--- src/rtl/param_univ_shift_reg_pkg.sv ---
// Shared definitions for the universal shift register: mode codes and FSM states.
// Optional feature macro used by this block: USR_ROTATE_EN (rotate modes 100/101).
package param_univ_shift_reg_pkg;

  typedef logic [2:0] mode_t;

  localparam mode_t MODE_HOLD = 3'b000;
  localparam mode_t MODE_SHL  = 3'b001;
  localparam mode_t MODE_SHR  = 3'b010;
  localparam mode_t MODE_LOAD = 3'b011;
  localparam mode_t MODE_ROTL = 3'b100;
  localparam mode_t MODE_ROTR = 3'b101;
  localparam mode_t MODE_ASHR = 3'b110;
  localparam mode_t MODE_RSVD = 3'b111;

  typedef enum logic {
    ST_IDLE  = 1'b0,
    ST_BURST = 1'b1
  } state_t;

endpackage

--- src/rtl/univ_shift_step.sv ---
// Combinational next-value function of the shift register.
// Rotate codes are only built when USR_ROTATE_EN is defined; otherwise they hold.
module univ_shift_step
  import param_univ_shift_reg_pkg::*;
#(
  parameter int WIDTH = 4
) (
  input  logic [WIDTH-1:0] q,
  input  mode_t            mode,
  input  logic             sin_lsb,
  input  logic             sin_msb,
  input  logic [WIDTH-1:0] par_in,
  output logic [WIDTH-1:0] nxt
);

  // Select next register value for the requested operation; unknown codes hold.
  always_comb begin
    nxt = q;
    case (mode)
      MODE_SHL:  nxt = {q[WIDTH-2:0], sin_lsb};
      MODE_SHR:  nxt = {sin_msb, q[WIDTH-1:1]};
      MODE_LOAD: nxt = par_in;
`ifdef USR_ROTATE_EN
      MODE_ROTL: nxt = {q[WIDTH-2:0], q[WIDTH-1]};
      MODE_ROTR: nxt = {q[0], q[WIDTH-1:1]};
`endif
      MODE_ASHR: nxt = {q[WIDTH-1], q[WIDTH-1:1]};
      default:   nxt = q;
    endcase
  end

endmodule

--- src/rtl/param_univ_shift_reg.sv ---
// Universal shift register with a burst sequencer: a start pulse runs `count`
// consecutive steps of the latched mode, then pulses done for one cycle.
// Optional rotate modes are enabled with USR_ROTATE_EN.
module param_univ_shift_reg
  import param_univ_shift_reg_pkg::*;
#(
  parameter int               WIDTH     = 4,
  parameter int               CNT_W     = 3,
  parameter logic [WIDTH-1:0] RESET_VAL = '0
) (
  input  logic             clk,
  input  logic             reset,
  input  logic             en,
  input  logic [2:0]       mode,
  input  logic             start,
  input  logic [CNT_W-1:0] count,
  input  logic             sin_lsb,
  input  logic             sin_msb,
  input  logic [WIDTH-1:0] par_in,
  output logic [WIDTH-1:0] data_out,
  output logic             sout_msb,
  output logic             sout_lsb,
  output logic             busy,
  output logic             done
);

  state_t           st;
  logic [CNT_W-1:0] remaining;
  mode_t            mode_lat;
  mode_t            mode_sel;
  logic [WIDTH-1:0] step_q;

  // During a burst the latched mode drives the datapath; live mode otherwise.
  assign mode_sel = (st == ST_BURST) ? mode_lat : mode;

  univ_shift_step #(.WIDTH(WIDTH)) u_step (
    .q       (data_out),
    .mode    (mode_sel),
    .sin_lsb (sin_lsb),
    .sin_msb (sin_msb),
    .par_in  (par_in),
    .nxt     (step_q)
  );

  assign sout_msb = data_out[WIDTH-1];
  assign sout_lsb = data_out[0];

  // Sequencer FSM, step counter and register; done is a one-cycle pulse.
  always_ff @(posedge clk or negedge reset) begin
    if (!reset) begin
      st        <= ST_IDLE;
      remaining <= '0;
      mode_lat  <= MODE_HOLD;
      data_out  <= RESET_VAL;
      busy      <= 1'b0;
      done      <= 1'b0;
    end else begin
      done <= 1'b0;
      case (st)
        ST_IDLE: begin
          if (start) begin
            // start has priority over en; a zero-length burst only pulses done
            if (count != '0) begin
              mode_lat  <= mode;
              remaining <= count;
              busy      <= 1'b1;
              st        <= ST_BURST;
            end else begin
              done <= 1'b1;
            end
          end else if (en) begin
            data_out <= step_q;
          end
        end
        ST_BURST: begin
          data_out  <= step_q;
          remaining <= remaining - CNT_W'(1);
          if (remaining == CNT_W'(1)) begin
            busy <= 1'b0;
            done <= 1'b1;
            st   <= ST_IDLE;
          end
        end
        default: st <= ST_IDLE;
      endcase
    end
  end

endmodule

--- config.mk ---
export PLATFORM = sky130hd
export DESIGN_NAME = param_univ_shift_reg
export DESIGN_NICKNAME = d
export VERILOG_FILES = /design/src/rtl/param_univ_shift_reg_pkg.sv /design/src/rtl/univ_shift_step.sv /design/src/rtl/param_univ_shift_reg.sv
export SDC_FILE = /design/constraint.sdc
export NUM_CORES = 1
export LEC_CHECK = 0
export ABC_AREA = 1
export BUFFER_PORTS_ARGS = -buffer_cell sky130_fd_sc_hd__buf_2
export CAP_MARGIN = 5
export CORE_ASPECT_RATIO = 0.5
export CORE_MARGIN = 3
export CORE_UTILIZATION = 30
export DETAILED_ROUTE_END_ITERATION = 16
export GPL_ROUTABILITY_DRIVEN = 0
export PLACE_DENSITY_LB_ADDON = 0.12
export SYNTH_ARGS = -nofsm -noshare
export SYNTH_HDL_FRONTEND = slang
export SYNTH_SLANG_ARGS = --single-unit
--- constraint.sdc ---
create_clock -name clk -period 1.8 [get_ports clk]
set_clock_uncertainty 0.2 [all_clocks]
set_input_delay 0.36 -clock clk [delete_from_list [all_inputs] [get_ports clk]]
set_output_delay 0.36 -clock clk [all_outputs]
set_load 0.01 [all_outputs]
==> flow_summary.toml, run 1 <==
[status]
status = "complete, no violations"

[final_layout]
fin_util_pct = 42.8
layout_commonest_cell = "nand2_1"
antenna_cells = 0
instances_no_fill = 178
drive_gt1_share_pct = 26.6
layout_common_cells = "46 x nand2_1, 23 x buf_2, 14 x inv_1"
final_cell_area_um2 = 1030
fin_nets = 162
fillers = 270
areaGrowthSynthToFinish_pct = 24.6

[clocking]
cts.sinks = 13
path_clk_slew_ps = 60
numCtsBuffers = 3
cts_tree = "yes"
root_buffer = "clkbuf_8"
postCtsSetupRepairBufs = 0
htreeDepth = 1
worst_skew_pair.late_latency_ps = 250
clock_path_buffers = 2

[timing]
fin_ws_ps = 202
slew_violations = 0
setup_violations = 0
holdWs_ps = 172
min_period_ps = 1600
grt_setup_unrepaired = "no"
hold_violations = 0
max_slew_margin_pct = 78.1
worst_slew_pin_slew_ps = 328
fmax_ghz = 0.626
period_share_pct = 88.8
setup_tns_ps = 0

[worst_setup_path]
rr_worst_depth = 10
end_kind = "flop"
max_stage_delay_ps = 480
regToRegEndpoint = "data_out[2]"
crit_buf_inv = 3
crit_family = "simple AND/OR/NAND/NOR gates"
worstSetupStartpoint = "st"
cp_common_cell = "nand2_1"
critPathMaxFanout = 9
endpoint = "data_out[2]"
timing.rr.start = "st"
crit_chain = "inv_4, nand2_1, nand2_1, nand2_1, nand2_1, inv_2, nor2_4, inv_2, nand2_1, nand2_1"
critPathKind = "flop to flop"
slowest_stage = "dfrtp_2"
worstPathRequired_ps = 1740
critPathLaunchType = "flop"
arrival_ps = 1540
reg2reg_slack_ps = 200
cp_num_cells = 10

[die]
ios = 24
die_area_um2 = 3450
start_util_pct = 34.3
core_area_um2 = 2400
rows = 12
fp.dieW_um = 80.1
die_y_um = 43.1

[power]
peakVddDrop_v = 0.000715
power_frac_comb_pct = 52.8
p_seq_share_pct = 31.5
p_leak_nw = 0.575
clockPowerShare_pct = 15.7
p_total_mw = 1.74
swShare_pct = 45.7
internal-power_mw = 0.947
power_density_nw_per_um2 = 1700
power_switching_mw = 0.796

[drt]
viasPerCell = 4.34
detail_route.first_pass.iterations = 4
wl_um = 1850
drc_errors = 0
detail_route.wl_per_cell_um = 10.4
vias = 773
drt_iter0_drc = 21
ant_nets = 0

[run]
cap_viol_max_count = 0

[yosys]
synth.distinct_cells = 19
ys_top_cells_by_area = "dfrtp_1 39%, nand2_1 21%, nand3_1 6.7%, inv_1 6.4%, ha_1 3.0%"
synth_fp_nets = 135
synth_area_per_cell_um2 = 7.05
yosysTopAreaCellShare_pct = 39.5
synth_warnings = 0
synthCells = 117
synth_top_cell_by_area = "dfrtp_1"
ys_ff_latch = 13
syn_area_um2 = 825
ys_seq_area_share_pct = 39.5

[global_route]
grt_pass1_wl_um = 3130
grtUsageTotal_pct = 11.8
grt_pass1_vias = 710
grt_max_degree = 14
grt-ovfl-total = 0
antenna_found_initial = 0

[placement]
numPortBuffers = 23
dpl_cell_area_um2 = 968
hpwl_um = 1420
dp_slack_ps = 133
dp_cells = 173

[worst_hold_path]
hold_path.class = "primary input to flop"
hold_depth = 3
hold_start = "count[1]"
## per-layer routing
metal,GRT usage [%],vias to the layer above,part of all wire [%],wire length [µm]
met5,0,-,0,0
met3,4.45,2,6.1,112
li1,-,426,-,-
met2,18.3,23,41,755
met4,2.69,0,0.32,6
met1,15.6,322,53,976
## state kept, by name (all words and copies together) (netlist names)
name       cells
busy           1
data_out       4
done           1
mode_lat       3
remaining      3
st             1
## timing repair
action | in CTS | in global routing
resized for setup | 0 | 2
hold buffers | 1 | 0
endpoints found under the hold margin | 13 | 0
setup endpoints to repair | 0 | 4
## worst min path at each step
stage and end:
2_1_floorplan busy, 3_3_place_gp remaining[1], 3_5_place_dp remaining[1], 4_1_cts remaining[1], 5_1_grt remaining[1], 6_report remaining[1]
## cell type report
type	count	area, µm²	area share [%]
timing repair buffer	25	133	12.9
multi-input combinational	83	409	39.8
inverter	18	70.1	6.82
clock buffer	4	45.0	4.38
tap	35	43.8	4.26
sequential	13	327	31.8
## power by group through the flow
| stage | Clock [mW] | Sequential [mW] | Combinational, mW |
|---|---|---|---|
| 5_1_grt | 0.301 | 0.574 | 1.08 |
| 3_5_place_dp | 0 | 0.551 | 0.922 |
| 2_1_floorplan | 0 | 0.554 | 0.711 |
| 4_1_cts | 0.282 | 0.546 | 0.929 |
| 6_report | 0.274 | 0.550 | 0.920 |
| 3_3_place_gp | 0 | 0.548 | 0.926 |
## cells in the mapped netlist
| master | count |
|---|---|
| nand2_4 | 2 |
| o211ai_1 | 3 |
| nand3_1 | 11 |
| dfrtp_1 | 13 |
| nor2_4 | 1 |
| nor2_2 | 1 |
| nand4_1 | 4 |
| buf_4 | 3 |
| inv_2 | 4 |
| a21oi_2 | 1 |
| a31oi_1 | 1 |
| ha_1 | 2 |
| nand2_2 | 1 |
| nor2_1 | 4 |
| inv_1 | 14 |
| o31ai_1 | 1 |
| nand2_1 | 46 |
| a21oi_1 | 2 |
| o21ai_1 | 3 |
## kinds of logic (layout without fill, tap and decap cells)
group | Yosys count | count (layout) | synth area share, %
AND/OR/NAND/NOR | 70 | 70 | 38.1
buffers and inverters | 21 | 47 | 10.9
flip-flops | 13 | 13 | 39.5
AO/OA/AOI/OAI | 11 | 11 | 8.50
adder cells (fa/ha/maj) | 2 | 2 | 3.03
## worst min-delay path: cells and delay by family
family	cells	cell delay, ps
buf+inv	1	80
compound gates	1	80
simple gates	1	40
Power figures use the tool's default switching activity.
==> run 2: changes to the inputs <==
--- a/config.mk
+++ b/config.mk
@@ -6,12 +6,12 @@
 export NUM_CORES = 1
 export LEC_CHECK = 0
 export ABC_AREA = 1
-export BUFFER_PORTS_ARGS = -buffer_cell sky130_fd_sc_hd__buf_2
 export CAP_MARGIN = 5
 export CORE_ASPECT_RATIO = 0.5
 export CORE_MARGIN = 3
 export CORE_UTILIZATION = 30
 export DETAILED_ROUTE_END_ITERATION = 16
+export DONT_BUFFER_PORTS = 1
 export GPL_ROUTABILITY_DRIVEN = 0
 export PLACE_DENSITY_LB_ADDON = 0.12
 export SYNTH_ARGS = -nofsm -noshare
==> flow_summary.toml, run 2 (synthesis results as in run 1) <==
[worst_setup_path]
worstPathRequired_ps = 1730
arrival_ps = 1540
cp_num_cells = 10
reg2reg_slack_ps = 190
crit_family = "simple AND/OR/NAND/NOR gates"
crit_chain = "inv_4, nand2_1, nand2_1, nand2_1, nand2_1, inv_2, nor2_4, inv_2, nand2_1, nand2_1"
max_stage_delay_ps = 480
critPathKind = "flop to flop"
cp_common_cell = "nand2_1"
critPathMaxFanout = 8
critPathLaunchType = "flop"
slowest_stage = "dfrtp_1"
crit_buf_inv = 3
end_kind = "flop"
rr_worst_depth = 10

[global_route]
grt_pass1_wl_um = 3180
grt_max_degree = 14
grt_pass1_vias = 669
grtUsageTotal_pct = 12.4
grt-ovfl-total = 0
antenna_found_initial = 0

[drt]
wl_um = 1840
detail_route.wl_per_cell_um = 11.9
wl_met1_um = 889
drt_iter0_drc = 39
viasPerCell = 4.70
drc_errors = 0
dr_wl_met3_um = 118
wl_met2_um = 818
vias = 729
ant_nets = 0
maxUsedRoutingLayer = "met4"
detail_route.first_pass.iterations = 4

[final_layout]
final_cell_area_um2 = 912
fin_nets = 139
largest_reg_flops = 4
drive_gt1_share_pct = 12.5
fillers = 254
areaGrowthSynthToFinish_pct = 10.6
antenna_cells = 0
layout_common_cells = "46 x nand2_1, 14 x inv_1, 13 x dfrtp_1"
top_regs = "data_out (4), mode_lat (3), remaining (3)"
top_register = "data_out"
layout_commonest_cell = "nand2_1"

[die]
start_util_pct = 34.3
fp.dieW_um = 80.1
core_area_um2 = 2400
die_y_um = 43.1
die_area_um2 = 3450
ios = 24
rows = 12

[power]
power_density_nw_per_um2 = 1810
p_total_mw = 1.65
peakVddDrop_v = 0.000551
p_leak_nw = 0.484

[timing]
fmax_ghz = 0.621
worst_slew_pin_slew_ps = 627
period_share_pct = 89.5
min_period_ps = 1610
setup_tns_ps = 0
holdWs_ps = 71.9
grt_setup_unrepaired = "no"
hold_violations = 0
setup_violations = 0
slew_violations = 0
max_slew_margin_pct = 58.1

[clocking]
path_clk_slew_ps = 60
clock_path_buffers = 2
htreeDepth = 1
cts.sinks = 13
root_buffer = "clkbuf_8"
numCtsBuffers = 3
cts_tree = "yes"
worst_skew_pair.late_latency_ps = 240

[placement]
numPortBuffers = 0
hpwl_um = 1440
dpl_cell_area_um2 = 853

[run]
cap_viol_max_count = 0

[worst_hold_path]
hold_path.class = "primary input to flop"
hold_depth = 2

[status]
status = "complete, no violations"
-- run 2: changes by cell type in the layout (fill, tap and decap cells not counted) --
cell	previous run	this run
clkbuf_1	1	0
buf_2	23	0
clkinv_2	0	1
dfrtp_2	1	0
dfrtp_1	12	13
-- run 2: through the flow --
| step | util (%) | worst slack [ps] | cells |
|---|---|---|---|
| 3_5_place_dp | 35.5 | 156 | 150 |
| 4_1_cts | 37.9 | 131 | 155 |
| 6_report | 38.0 | 189 | 155 |
| 3_3_place_gp | 35.5 | 194 | 150 |
| 5_1_grt | 38.0 | 22.2 | 155 |
| 2_1_floorplan | - | 368 | 117 |
-- run 2: where the power goes --
part / switching (mW) / internal [mW]
registers: 0.169 / 0.433
clock network: 0.111 / 0.153
logic: 0.495 / 0.291
total: 0.775 / 0.877
-- run 2: timing repair --
item / CTS / global route
setup buffers: 0 / 0
hold buffers: 1 / 0
setup endpoints to repair: 0 / 3
hold endpoints to repair: 13 / 0
gates resized for setup: 0 / 1
-- run 2: path summary, 6_finish.rpt --
kind | from | endpoint
setup / recovery | st | data_out[0]
hold / removal | mode[0] | mode_lat[0]
setup reg to reg | st | data_out[0]
hold reg to reg | remaining[1] | remaining[1]
max in group asynchronous | reset | data_out[2]
min in group asynchronous | reset | remaining[0]
-- run 2: layer usage --
layer	up-vias	track usage (%)
li1	376	-
met1	335	16.3
met2	16	17.8
met3	2	6.57
met4	0	3.03
met5	-	0
-- run 2: layout make-up --
class / count / area [µm²] / area share (%)
clock buffers: 3 / 41.3 / 4.53
clock inverters: 1 / 5.00 / 0.549
inverters: 18 / 70.1 / 7.68
multi-input cells: 83 / 409 / 44.9
flip-flops and latches: 13 / 325 / 35.7
well taps: 35 / 43.8 / 4.80
repair buffers: 2 / 17.5 / 1.92
==> run 3: changes to the inputs <==
--- a/config.mk
+++ b/config.mk
@@ -7,9 +7,8 @@
 export LEC_CHECK = 0
 export ABC_AREA = 1
 export CAP_MARGIN = 5
-export CORE_ASPECT_RATIO = 0.5
 export CORE_MARGIN = 3
-export CORE_UTILIZATION = 30
+export CORE_UTILIZATION = 60
 export DETAILED_ROUTE_END_ITERATION = 16
 export DONT_BUFFER_PORTS = 1
 export GPL_ROUTABILITY_DRIVEN = 0
==> flow_summary.toml, run 3 (synthesis results as in run 1) <==
[timing]
setup_tns_ps = 0
worst_slew_pin_slew_ps = 598
period_share_pct = 93.0
max_slew_margin_pct = 60.0
grt_setup_unrepaired = "no"
hold_violations = 0
slew_violations = 0
min_period_ps = 1670
fmax_ghz = 0.597
holdWs_ps = 51.3
setup_violations = 0

[global_route]
grtUsageTotal_pct = 22.3
antenna_found_initial = 0
grt-ovfl-total = 0
grt_pass1_wl_um = 3040
grt_max_degree = 14
grt_pass1_vias = 700

[drt]
detail_route.wl_per_cell_um = 13.9
vias = 765
drt_iter0_drc = 32
drc_errors = 0
viasPerCell = 5.71
ant_nets = 0
wl_um = 1860
detail_route.first_pass.iterations = 4

[worst_setup_path]
rr_worst_depth = 8
cp_common_cell = "nand2_1"
critPathMaxFanout = 8
crit_family = "simple AND/OR/NAND/NOR gates"
timing.rr.start = "st"
regToRegEndpoint = "data_out[0]"
crit_buf_inv = 1
critPathKind = "flop to flop"
worstSetupStartpoint = "st"
crit_chain = "inv_2, nand2_1, nand2_1, nand3_1, nand3_1, nand3_1, nand2_1, nand2_1"
max_stage_delay_ps = 460
worstPathRequired_ps = 1770
critPathLaunchType = "flop"
slowest_stage = "dfrtp_1"
arrival_ps = 1650
reg2reg_slack_ps = 130
end_kind = "flop"

[power]
p_leak_nw = 0.473
peakVddDrop_v = 0.000961
p_total_mw = 1.60
power_density_nw_per_um2 = 1850

[final_layout]
fin_nets = 139
top_register = "data_out"
instances_no_fill = 134
largest_reg_flops = 4
top_regs = "data_out (4), mode_lat (3), remaining (3)"
layout_common_cells = "46 x nand2_1, 14 x inv_1, 13 x dfrtp_1"
drive_gt1_share_pct = 11.7
layout_commonest_cell = "nand2_1"
areaGrowthSynthToFinish_pct = 4.70
antenna_cells = 0

[die]
rows = 12
die_area_um2 = 1860
core_area_um2 = 1200
fp.dieW_um = 43.1
die_y_um = 43.1
ios = 24
start_util_pct = 68.6

[worst_hold_path]
hold_depth = 2
hold_path_end = "remaining[1]"
hold_start = "count[1]"
hold_path.class = "primary input to flop"

[clocking]
cts_resized = 0
worst_skew_pair.late_latency_ps = 280
postCtsSetupRepairBufs = 0
cts_tree = "yes"
htreeDepth = 1
root_buffer = "clkbuf_4"
clock_path_buffers = 2
numCtsBuffers = 3
cts.sinks = 13
path_clk_slew_ps = 90
hold_buffers = 1

[placement]
dp_cells = 129
hpwl_um = 1480
numPortBuffers = 0

[run]
cap_viol_max_count = 0

[status]
status = "complete, no violations"
[run 3: cell count changes in the layout (fill, tap and decap cells not counted)]
cell,change
clkbuf_4,+3
clkbuf_8,-3
clkbuf_1,+1
clkinv_2,-1
inv_2,+1
inv_4,-1
[run 3: report_power, final]
group          switching, mW  internal (mW)  total, mW
Clock                  0.102         0.0859      0.188
Combinational          0.525          0.292      0.816
Sequential             0.164          0.432      0.596
[run 3: area by class of cell]
cell class	count	area (µm²)
tap	14	17.5
clock buffer	4	26.3
timing repair buffer	2	17.5
inverter	18	67.6
multi-input combinational	83	409
fill	100	338
sequential	13	325
[run 3: per-layer routing]
metal / track usage [%] / wire [µm] / vias up
li1: - / - / 377
met1: 27.9 / 758 / 327
met2: 36.2 / 878 / 51
met3: 5.93 / 168 / 10
met4: 8.43 / 58 / 0
met5: 0 / 0 / -
[run 3: worst max path at each step]
stage,endpoint,cells past startpoint
floorplan,data_out[0],10
global placement,data_out[0],10
detailed placement,data_out[0],8
CTS,data_out[0],8
global route,data_out[1],8
finish,data_out[0],8
[run 3: stage by stage]
step	util (%)	cell area, µm²	worst slack, ps
4_1_cts	71.9	863	158
3_3_place_gp	68.9	827	267
6_report	71.9	863	125
2_1_floorplan	-	825	368
3_5_place_dp	68.9	827	169
5_1_grt	71.9	863	12.9
